[src/rtl/fpadd_norm_round.sv]
// Normalize-and-round back end of an FP32 adder: takes the raw significand sum,
// renormalizes it one bit per cycle, rounds to nearest-even and holds the result for the consumer.
module fpadd_norm_round (
    input  logic        clk,
    input  logic        reset,
    input  logic        in_valid,
    output logic        in_ready,
    input  logic        in_sign,
    input  logic [7:0]  in_exp,
    input  logic [26:0] in_sum,
    output logic        out_valid,
    input  logic        out_ready,
    output logic [31:0] out,
    output logic        busy
);

    typedef enum logic [1:0] {IDLE, SHIFT, ROUND, DONE} state_t;

    state_t      state_q, state_d;
    logic        sign_q, sign_d;
    logic [7:0]  exp_q, exp_d;
    logic [25:0] sum_q, sum_d;   // carry is folded away on accept: [25] hidden .. [0] sticky
    logic [31:0] out_q, out_d;
    logic [30:0] rnd;

    // Round-to-nearest-even on {frac[24:2], guard[1], sticky[0]}; returns {exp, frac}.
    function automatic logic [30:0] round_rne(input logic [7:0] e_in, input logic [24:0] grs);
        logic        inc;
        logic [23:0] frac_inc;
        inc      = grs[1] & (grs[0] | grs[2]);
        frac_inc = {1'b0, grs[24:2]} + {23'd0, inc};
        if (frac_inc[23])
            return {e_in + 8'd1, 23'd0};
        return {e_in, frac_inc[22:0]};
    endfunction

    always_comb begin
        state_d = state_q;
        sign_d  = sign_q;
        exp_d   = exp_q;
        sum_d   = sum_q;
        out_d   = out_q;
        rnd     = '0;
        case (state_q)
            IDLE: begin
                if (in_valid) begin
                    sign_d = in_sign;
                    exp_d  = in_exp;
                    sum_d  = in_sum[25:0];
                    if (in_sum == 27'd0) begin
                        sign_d  = 1'b0;
                        out_d   = 32'd0;
                        state_d = DONE;
                    end else if (in_sum[26]) begin
                        sum_d   = {in_sum[26:2], in_sum[1] | in_sum[0]};
                        exp_d   = in_exp + 8'd1;
                        state_d = ROUND;
                    end else if (in_sum[25]) begin
                        state_d = ROUND;
                    end else begin
                        state_d = SHIFT;
                    end
                end
            end
            SHIFT: begin
                // Sticky stays put as an OR so shifting never loses it.
                sum_d = {sum_q[24:0], 1'b0} | {25'd0, sum_q[0]};
                exp_d = exp_q - 8'd1;
                if (sum_q[24])
                    state_d = ROUND;
            end
            ROUND: begin
                rnd     = round_rne(exp_q, sum_q[24:0]);
                exp_d   = rnd[30:23];
                out_d   = {sign_q, rnd};
                state_d = DONE;
            end
            DONE: begin
                if (out_ready)
                    state_d = IDLE;
            end
            default: state_d = IDLE;
        endcase
    end

    always_ff @(posedge clk or posedge reset) begin
        if (reset) begin
            state_q <= IDLE;
            out_q   <= 32'd0;
        end else begin
            state_q <= state_d;
            out_q   <= out_d;
        end
    end

    always_ff @(posedge clk) begin
        sign_q <= sign_d;
        exp_q  <= exp_d;
        sum_q  <= sum_d;
    end

    assign in_ready  = (state_q == IDLE);
    assign out_valid = (state_q == DONE);
    assign busy      = (state_q != IDLE);
    assign out       = out_q;

endmodule

[config.mk]
export PLATFORM = sky130hd
export DESIGN_NAME = fpadd_norm_round
export DESIGN_NICKNAME = d
export VERILOG_FILES = /design/src/rtl/fpadd_norm_round.sv
export SDC_FILE = /design/constraint.sdc
export NUM_CORES = 1
export LEC_CHECK = 0
export BUFFER_PORTS_ARGS = -buffer_cell sky130_fd_sc_hd__buf_4
export CAP_MARGIN = 20
export CORE_MARGIN = 10
export CORE_UTILIZATION = 51
export DETAILED_ROUTE_END_ITERATION = 16
export PLACE_DENSITY = 0.86
export SYNTH_ARGS = -nofsm -noshare
export SYNTH_HDL_FRONTEND = slang
export SYNTH_SLANG_ARGS = --single-unit
[constraint.sdc]
create_clock -name clk -period 3.15 [get_ports clk]
set_input_delay 0 -clock clk [delete_from_list [all_inputs] [get_ports clk]]
set_output_delay 0 -clock clk [all_outputs]
set_load 0.03 [all_outputs]
# Word level (Yosys, flattened, before mapping)

Cells that the tools add are included.

Equal/unequal tests: 7
Multiplexer cells: 22
Reductions and logical operators: 11
$add $sub $neg: 4
Bitwise gates (word level): 4

Operators with widths:

| operator            | count |
|---|---|
| $mux 25             | 3 |
| $mux 32             | 2 |
| $pmux 32 s2         | 1 |
| $mux 31             | 2 |
| $pmux 25 s2         | 1 |
| $logic_not 27->1    | 1 |
| $or 25x1->25        | 1 |
| $add 23x1->24       | 1 |
| $mux 8              | 3 |
| $pmux 8 s3          | 1 |
| $add 8x1->8 const B | 2 |
| $mux 2              | 6 |
| $pmux 2 s4          | 1 |
| $sub 8x1->8 const B | 1 |
| $reduce_and 2->1    | 3 |
| $reduce_and 3->1    | 2 |
| $reduce_bool 2->1   | 3 |
| $eq 2x2->1 const B  | 2 |
| $ne 2x1->1 const B  | 2 |
| $ne 2x2->1 const B  | 2 |
| $reduce_bool 3->1   | 1 |
| $eq 2x1->1 const B  | 1 |
| $logic_not 2->1     | 1 |
| $mux 1              | 2 |
| other kinds (2)     | 3 |

Output and inout bits: 35
Word-level logic and storage cells: 53
Input port bits: 40
Register bits: 68

# Logic depth before layout (Yosys ltp)

Gate-level depths: netlist of the first run.

Depth after elaboration: 7
Gate-level depth with buffers: 8
Gate-level depth less buffers: 7

# Worst setup path before layout of the first run

Ideal clock, no wire load.

Path kind: register -> register
From: register state_q[1]
To: register sum_q[10] (enable)
Arrival time: 2785 ps
Buffers on the path: 1
Clock period less this slack: 3223 ps
Setup time: 439 ps
Stages on the path, launching flop included: 6
Slack: -73 ps
Data required time: 2711 ps
Path through: dfrtp_1 -> inv_1 -> ha_1 -> clkbuf_1 -> inv_1 -> o21ai_0

Word-level cells in the longest chain between the ends: 3
Elaborated cells on any way between the ends: 5
Those cells by class: eq/ne: 2; reduce/logical: 3

RTL lines:

| item                                                             | RTL line | source |
|---|---|---|
| start: declaration                                               | 19       | `state_t state_q, state_d;` |
| start signal: assignment                                         | 91       | `state_q <= state_d;` |
| $eq 2x1->1 / $logic_not 2->1 (equally long branches)             | 44       | `case (state_q)` |
| $reduce_bool 2->1 (no line) / $ne 2x2->1 (equally long branches) | n/a      |  |
| $reduce_and 2->1 (no line) (*)                                   | n/a      |  |
| end signal: assignment                                           | 99       | `sum_q <= sum_d;` |
| end: declaration                                                 | 22       | `logic [25:0] sum_q, sum_d;` |

Mark *: on every way between the ends. The rest lies on a longest branch, timed or not.
A chain may end at the register's enable or synchronous reset.

# Final worst setup path of the first run

From: register state_q[0]
To: register out_q[5], in the netlist out[5]

Word-level cells in the longest chain between the ends: 3
Elaborated cells on any way between the ends: 7
Those cells by class: eq/ne: 3; mux: 1; reduce/logical: 3

RTL lines:

| item                                                 | RTL line | source |
|---|---|---|
| $logic_not 2->1 / $eq 2x2->1 (equally long branches) | 44       |  |
| $ne 2x1->1 (no line), or another cell as far along   | n/a      |  |
| $reduce_and 3->1 (no line)                           | n/a      |  |
| end signal: assignment                               | 92       | `out_q <= out_d;` |
| end: declaration                                     | 23       | `logic [31:0] out_q, out_d;` |

Several ways; a longest one is shown, not always the timed one.

==> metrics.txt, run 1 <==
Slew Limit Fails=0; first-pass GRT wire length=around 17 mm; Inst Count DP=585; Crit Path Class=reg -> reg; Worst-Margin Slew=753 ps; Tot GR Track Use=0.180; Adder-Cell Fraction of Synth Area=0.0310; layout cells sized above 1=0.214; number of distinct library cells after synthesis=46; Util after Layout=0.646; hpwl dp=7.99 mm; WL/cell=between 15 and 20 microns; FILL cells=632; Initial DRC Count=236; clk slew on worst S/H paths=80 ps; Hold Path Stages=3; Layout area overhead=23.6%; RePlAce Congestion=0.856; Slew headroom=0.494; syn_nets=472; register area share after synthesis=0.463; Peak Freq=426 MHz; Final Hold Viols=0; Synth Area in Compound Gates=0.134; CTS Buf Count=9; DR pass1 iterations=5; Final #Nets=~550; largest net degree at the start of global routing=57; crit start category=register; setup TNS=0 ps; Clk Tree Root Cell=clkbuf_8; CP dominant cell by count=nand2_1; port buffer count=74; Vias=between 3,000 and 4,000; final cell count without fillers=between 600 and 700; #FFs+latches synth=68; Cell Rows=32; worst-case clock skew=12.0 ps; clk sinks=68; pwr dens=about 1000 nW/um^2; Final setup viols=0; status=finished clean; Core Box Area=7730 sq um; Hold Crit Start=in_sum[1]; area of the multi-input gates=2030 sq um; R2R cell count=7; Worst Setup End Kind=register; chip height=109 microns; htree depth=3; Worst Path Max Fanout=23; cell chain of the critical path=inv_1, ha_1, nand2_1, o41a_1, buf_4, nand2_1, o21ai_0; fin crit share=0.745; EDFF count, synth=34; # diodes=0; WHS Endpoint=sum_q[0]; Worst EP required=3360 ps; simple-gate share of the synthesized area=0.192; Die X=approximately 110 microns; drt drc=0; Post-Syn Area=slightly above 4000 sq um; CTS max path bufs=2; fraction of registers with async set/reset=0.500; initial antenna violation count=0; worst path arrival time=2560 ps; GRT Residual Overflow=0; die area=11,900 sq um; R2R Path Start=state_q[0]; Final ANT Viol Nets=0; Critical R2R Capture=out[5]; Synth Area in XOR/XNOR=0.0759; worst-case vdd ir drop=0.512 mV; largest family of logic cells by synthesized area=simple AND/OR/NAND/NOR gates; post-synthesis mux area share=0.0672; initial core utilization=0.523; unrepaired setup endpoints after global routing=no; Most used DFF post-synth=edfxtp_1; drt total wl=10.5 mm; IO Pins=75; minimum clock period=2350 ps; CTS tree=done; min-delay worst type=in -> reg; post-CTS sizing=0; Avg Cell Area, Syn=9.58 sq um; crit-path max cell delay=around 670 ps; routed vias/inst=a little under 6; Register Area=1870 sq um; Post-Syn Instances=between 400 and 500; vias in the first global route=3,516; Yosys warning total=0; clock network latency to the later pin of the worst-skew pair=approximately 350 ps; Worst path top cell family by delay=compound AO/OA/AOI/OAI gates; slowest stage cell, crit path=o41a_1; worst path bufs/invs=2; FF-to-FF setup slack=between 800 and 900 ps; MaxCap Viol Count=0; total leakage power=2.06 nW
==> how the worst max path moves through the flow <==
stage	from	end	cells after the start	slack (ps)
after floorplan	state_q[1]	sum_q[10]	5	580
after detailed placement	state_q[0]	out[23]	6	860
final	state_q[0]	out[5]	7	800
after global placement	state_q[0]	out[23]	6	1000
after CTS	state_q[0]	out[5]	7	820
after global routing	state_q[0]	out[23]	6	620
==> cells by family after synthesis <==
group / Yosys count
flip-flops: 68
multiplexers: 27
XOR/XNOR: 35
AND/OR/NAND/NOR: 153
buffers and inverters: 36
adder cells (fa/ha/maj): 10
AO/OA/AOI/OAI: 93
==> where the power goes <==
group	switching (mW)	total [mW]	internal, mW
Combinational	1.46	2.31	0.849
Clock	0.348	0.952	0.604
Sequential	0.397	1.85	1.45
Total	2.20	5.11	2.91
==> registers in the layout, summed over array words and instances (netlist names) <==
name,count
exp_q,8
out,32
sign_q,1
state_q,2
sum_q,25
==> cell usage after synthesis (2+ instances only) <==
| master | instances | share of area |
|---|---|---|
| inv_1 | 16 | 0.015 |
| nor4_1 | 11 | 0.017 |
| dfrtp_1 | 34 | 0.21 |
| and3_1 | 3 | 0.0046 |
| a211oi_1 | 2 | 0.0037 |
| nand3_1 | 10 | 0.012 |
| a21oi_1 | 6 | 0.0074 |
| xor2_1 | 16 | 0.035 |
| mux2i_1 | 26 | 0.064 |
| ha_1 | 10 | 0.031 |
| clkbuf_1 | 14 | 0.013 |
| and4_1 | 6 | 0.013 |
| o221ai_1 | 2 | 0.0043 |
| nor2b_1 | 2 | 0.0031 |
| o21ai_0 | 57 | 0.071 |
| a22oi_1 | 4 | 0.0074 |
| a31oi_1 | 2 | 0.0031 |
| nor3_1 | 6 | 0.0074 |
| nor2_1 | 14 | 0.013 |
| nand4_2 | 2 | 0.0062 |
| edfxtp_1 | 34 | 0.25 |
| buf_2 | 3 | 0.0037 |
| o21ai_1 | 8 | 0.0099 |
| buf_1 | 2 | 0.0019 |
| nand4_1 | 11 | 0.017 |
| xnor2_1 | 19 | 0.041 |
| nor3_2 | 2 | 0.0050 |
| o31a_1 | 5 | 0.011 |
| nand2_1 | 78 | 0.072 |
==> layer usage <==
metal	GRT usage	share of wire	vias to the layer above
met5	0	0	-
li1	-	-	1682
met4	0.0810	0.025	0
met3	0.0501	0.087	22
met2	0.301	0.48	150
met1	0.210	0.41	1649
==> timing repair <==
action                     CTS  global route
setup buffers                0             0
hold buffers                 3             0
setup endpoints to repair    0             0
hold endpoints to repair    36             0
==> worst min-delay path, cell delays in order <==
cell,delay [ps]
buf_4,90
a21oi_1,70
nor2_1,80
==> per-stage QoR <==
stage | worst slack (ps) | instance area, sq um | hold WS, ps | total power [mW]
2_1_floorplan | 577 | 4040 | 142 | 3.33
3_3_place_gp | 1000 | 4690 | -81.7 | 4.04
3_5_place_dp | 864 | 4700 | -78.8 | 4.15
4_1_cts | 820 | 4990 | 5.18 | 5.12
5_1_grt | 621 | 4990 | 37.3 | 5.41
6_report | 803 | 4990 | 2.15 | 5.11
==> final cells by class <==
type	instances	area share
Tap cell	102	0.0256
Clock buffer	9	0.0248
Multi-Input combinational cell	318	0.406
Inverter	16	0.0120
Timing Repair Buffer	84	0.129
Clock inverter	6	0.0276
Sequential cell	68	0.375
==> cell usage in the layout (no fill, tap or decap), types with 2 or more instances in the layout <==
| master | n |
|---|---|
| buf_4 | 80 |
| nand2_1 | 78 |
| o21ai_0 | 56 |
| edfxtp_1 | 34 |
| dfrtp_1 | 34 |
| mux2i_1 | 26 |
| xnor2_1 | 19 |
| inv_1 | 16 |
| xor2_1 | 16 |
| nor2_1 | 14 |
| nand4_1 | 11 |
| nor4_1 | 11 |
| nand3_1 | 10 |
| ha_1 | 10 |
| clkbuf_8 | 9 |
| o21ai_1 | 8 |
| and4_1 | 6 |
| nor3_1 | 6 |
| a21oi_1 | 6 |
| o31a_1 | 5 |
| a22oi_1 | 4 |
| bufinv_16 | 4 |
| and3_1 | 3 |
| dlygate4sd3_1 | 3 |
| nand4_2 | 2 |
| nor3_2 | 2 |
| a31oi_1 | 2 |
| nor2b_1 | 2 |
| a211oi_1 | 2 |
| o221ai_1 | 2 |
| clkinv_4 | 2 |
Power figures use the tool's default switching activity.
==> inputs of run 2 (changes only) <==
Clock period 3.15 ns to 2 ns, I/O delays scaled along.
==> metrics.txt, run 2 (synthesis results as in run 1) <==
drt drc=0 (unchanged); worst-case clock skew=12.3 ps (+0.332 ps); Worst EP required=2180 ps (-1180 ps); vias in the first global route=3,554 (+1.1%); minimum clock period=2040 ps (-306 ps); Cell Rows=32 (unchanged); IO Pins=75 (unchanged); Crit Path Class=reg -> reg; CTS tree=done; Initial DRC Count=348 (+47%); setup TNS=-41.5 ps (-41.5 ps); Clk Tree Root Cell=clkbuf_8; Layout area overhead=32.3%; MaxCap Viol Count=0 (unchanged); Final Hold Viols=0 (unchanged); Final #Nets=588 (+7.5%); Slew headroom=0.674 (+0.179); RePlAce Congestion=0.906 (+5.8%); initial core utilization=0.523 (unchanged); Core Box Area=7730 sq um (unchanged); Worst-Margin Slew=489 ps (-263 ps); highest-count cells in the layout ignoring fill and taps=117 x buf_4, 78 x nand2_1, 55 x o21ai_0; CTS max path bufs=2 (unchanged); Switch Pwr=3.63 mW (+65%); Worst Path Max Fanout=5 (-78%); largest net degree at the start of global routing=40 (-30%); pwr dens=1550 nW/um^2 (+52%); unrepaired setup endpoints after global routing=yes; layout cells sized above 1=0.291 (+0.0774); WL/cell=17.4 microns (+0.25%); worst path arrival time=2220 ps (-340 ps); Slew Limit Fails=0 (unchanged); min-delay worst type=in -> reg; Clock power frac=0.139 (-0.047); DR pass1 iterations=5 (unchanged); Worst path top cell family by delay=simple AND/OR/NAND/NOR gates; max FFs per register=32 (unchanged); Peak Freq=490 MHz (+15%); Sw Share=0.438 (+0.00709); Final ANT Viol Nets=0 (unchanged); hpwl dp=8.44 mm (+5.6%); GRT Residual Overflow=0 (unchanged); clock network latency to the later pin of the worst-skew pair=350 ps (about the same); CTS Buf Count=9 (unchanged); worst-case vdd ir drop=1.02 mV (+99%); # diodes=0 (unchanged); failing checks=negative setup slack; fin crit share=1.02 (+0.276); clk sinks=68 (unchanged); routed vias/inst=5.71 (-1.7%); cell chain of the critical path=nand4_1, or3_4, buf_6, nor4_2, o21ai_2, a22oi_1; die area=11,900 sq um (unchanged); total leakage power=2.24 nW (+8.8%); port buffer count=74 (unchanged); Die X=109 microns (unchanged); Worst Setup End Kind=register; total power=8.29 mW (+62%); logic gate share of total power=0.537 (+0.085); commonest non-fill, non-tap cell in the layout=buf_4; Vias=3,685 (+5.2%); first-pass GRT wire length=17.5 mm (+2.9%); drt total wl=11.2 mm (+7.2%); chip height=109 microns (unchanged); crit-path max cell delay=490 ps (-180 ps); setup ws final=-41.5 ps (-844 ps); Internal=4.66 mW (+60%); Final setup viols=1 (+1); crit start category=register; clk slew on worst S/H paths=70 ps (about the same); worst path bufs/invs=1 (-1); Flop pwr share=0.325 (-0.037); initial antenna violation count=0 (unchanged); status=finished, violations left; Tot GR Track Use=0.186 (+0.00650); FILL cells=573 (-9.3%); htree depth=3 (unchanged); slowest stage cell, crit path=or3_4
## run 2: cell types whose count changed in the layout (fill, tap and decap cells not counted), moves of 2 or more
cell / before / now
o21ai_1: 8 / 6
nor4_1: 11 / 6
o21ai_2: 1 / 3
buf_12: 0 / 2
buf_4: 80 / 117
clkbuf_1: 0 / 3
nor4_2: 0 / 5
buf_6: 0 / 2
bufinv_16: 4 / 1
## run 2: cell type report
class,instances,area (sq um),area share
well taps,102,128,0.0239
clock inverters,3,45.0,0.00842
inverters,16,60.1,0.0112
repair buffers,125,981,0.183
multi-input cells,318,2110,0.395
flip-flops and latches,68,1870,0.350
clock buffers,13,149,0.0278
## run 2: path summary, 6_finish.rpt
path                             from        end  slack [ps]  depth (start not counted)
setup / recovery            sum_q[11]   exp_q[6]         -40                          6
hold / removal             in_sum[11]  sum_q[11]          20                          3
setup reg to reg            sum_q[11]   exp_q[6]         -40                          6
hold reg to reg                out[8]     out[8]         480                          2
max in group asynchronous       reset     out[9]        1400                          4
min in group asynchronous       reset    out[26]         300                          4
## run 2: metrics by stage
stage / utilization / cells / hold WS [ps] / worst slack [ps] / cell area (sq um)
6_report: 0.692 / 645 / 23.1 / -41.5 / 5350
5_1_grt: 0.692 / 645 / 39.7 / -129 / 5350
4_1_cts: 0.678 / 640 / 24.7 / 38.8 / 5240
3_5_place_dp: 0.647 / 620 / 124 / 68.3 / 5000
3_3_place_gp: 0.647 / 620 / 118 / 137 / 5000
2_1_floorplan: - / 422 / 142 / 16.1 / 4070
## run 2: power by group through the flow
stage / Sequential, mW / Combinational [mW] / Clock [mW]
5_1_grt: 2.76 / 4.84 / 1.23
4_1_cts: 2.68 / 4.34 / 1.15
3_3_place_gp: 2.67 / 4.20 / 0
6_report: 2.69 / 4.45 / 1.15
2_1_floorplan: 3.34 / 1.95 / 0
3_5_place_dp: 2.70 / 4.31 / 0
## run 2: routing by layer
layer / part of all wire / wire [microns] / track usage / vias up
li1: - / - / - / 1774
met1: 0.42 / 4750 / 0.234 / 1729
met2: 0.48 / 5430 / 0.301 / 151
met3: 0.065 / 729 / 0.0389 / 31
met4: 0.031 / 346 / 0.0857 / 0
met5: 0 / 0 / 0 / -
## run 2: timing repair
action	4_1_cts	5_1_grt
buffers inserted	0	5
hold endpoints to repair	36	0
gates resized for setup	0	17
hold buffers	4	0
endpoints found under the setup margin	0	6
## run 2: worst min-delay path, delay by kind of cell
family	cells	cell delay (ps)
AOI/OAI and AO/OA	1	120
buffers and inverters	1	90
muxes	1	50
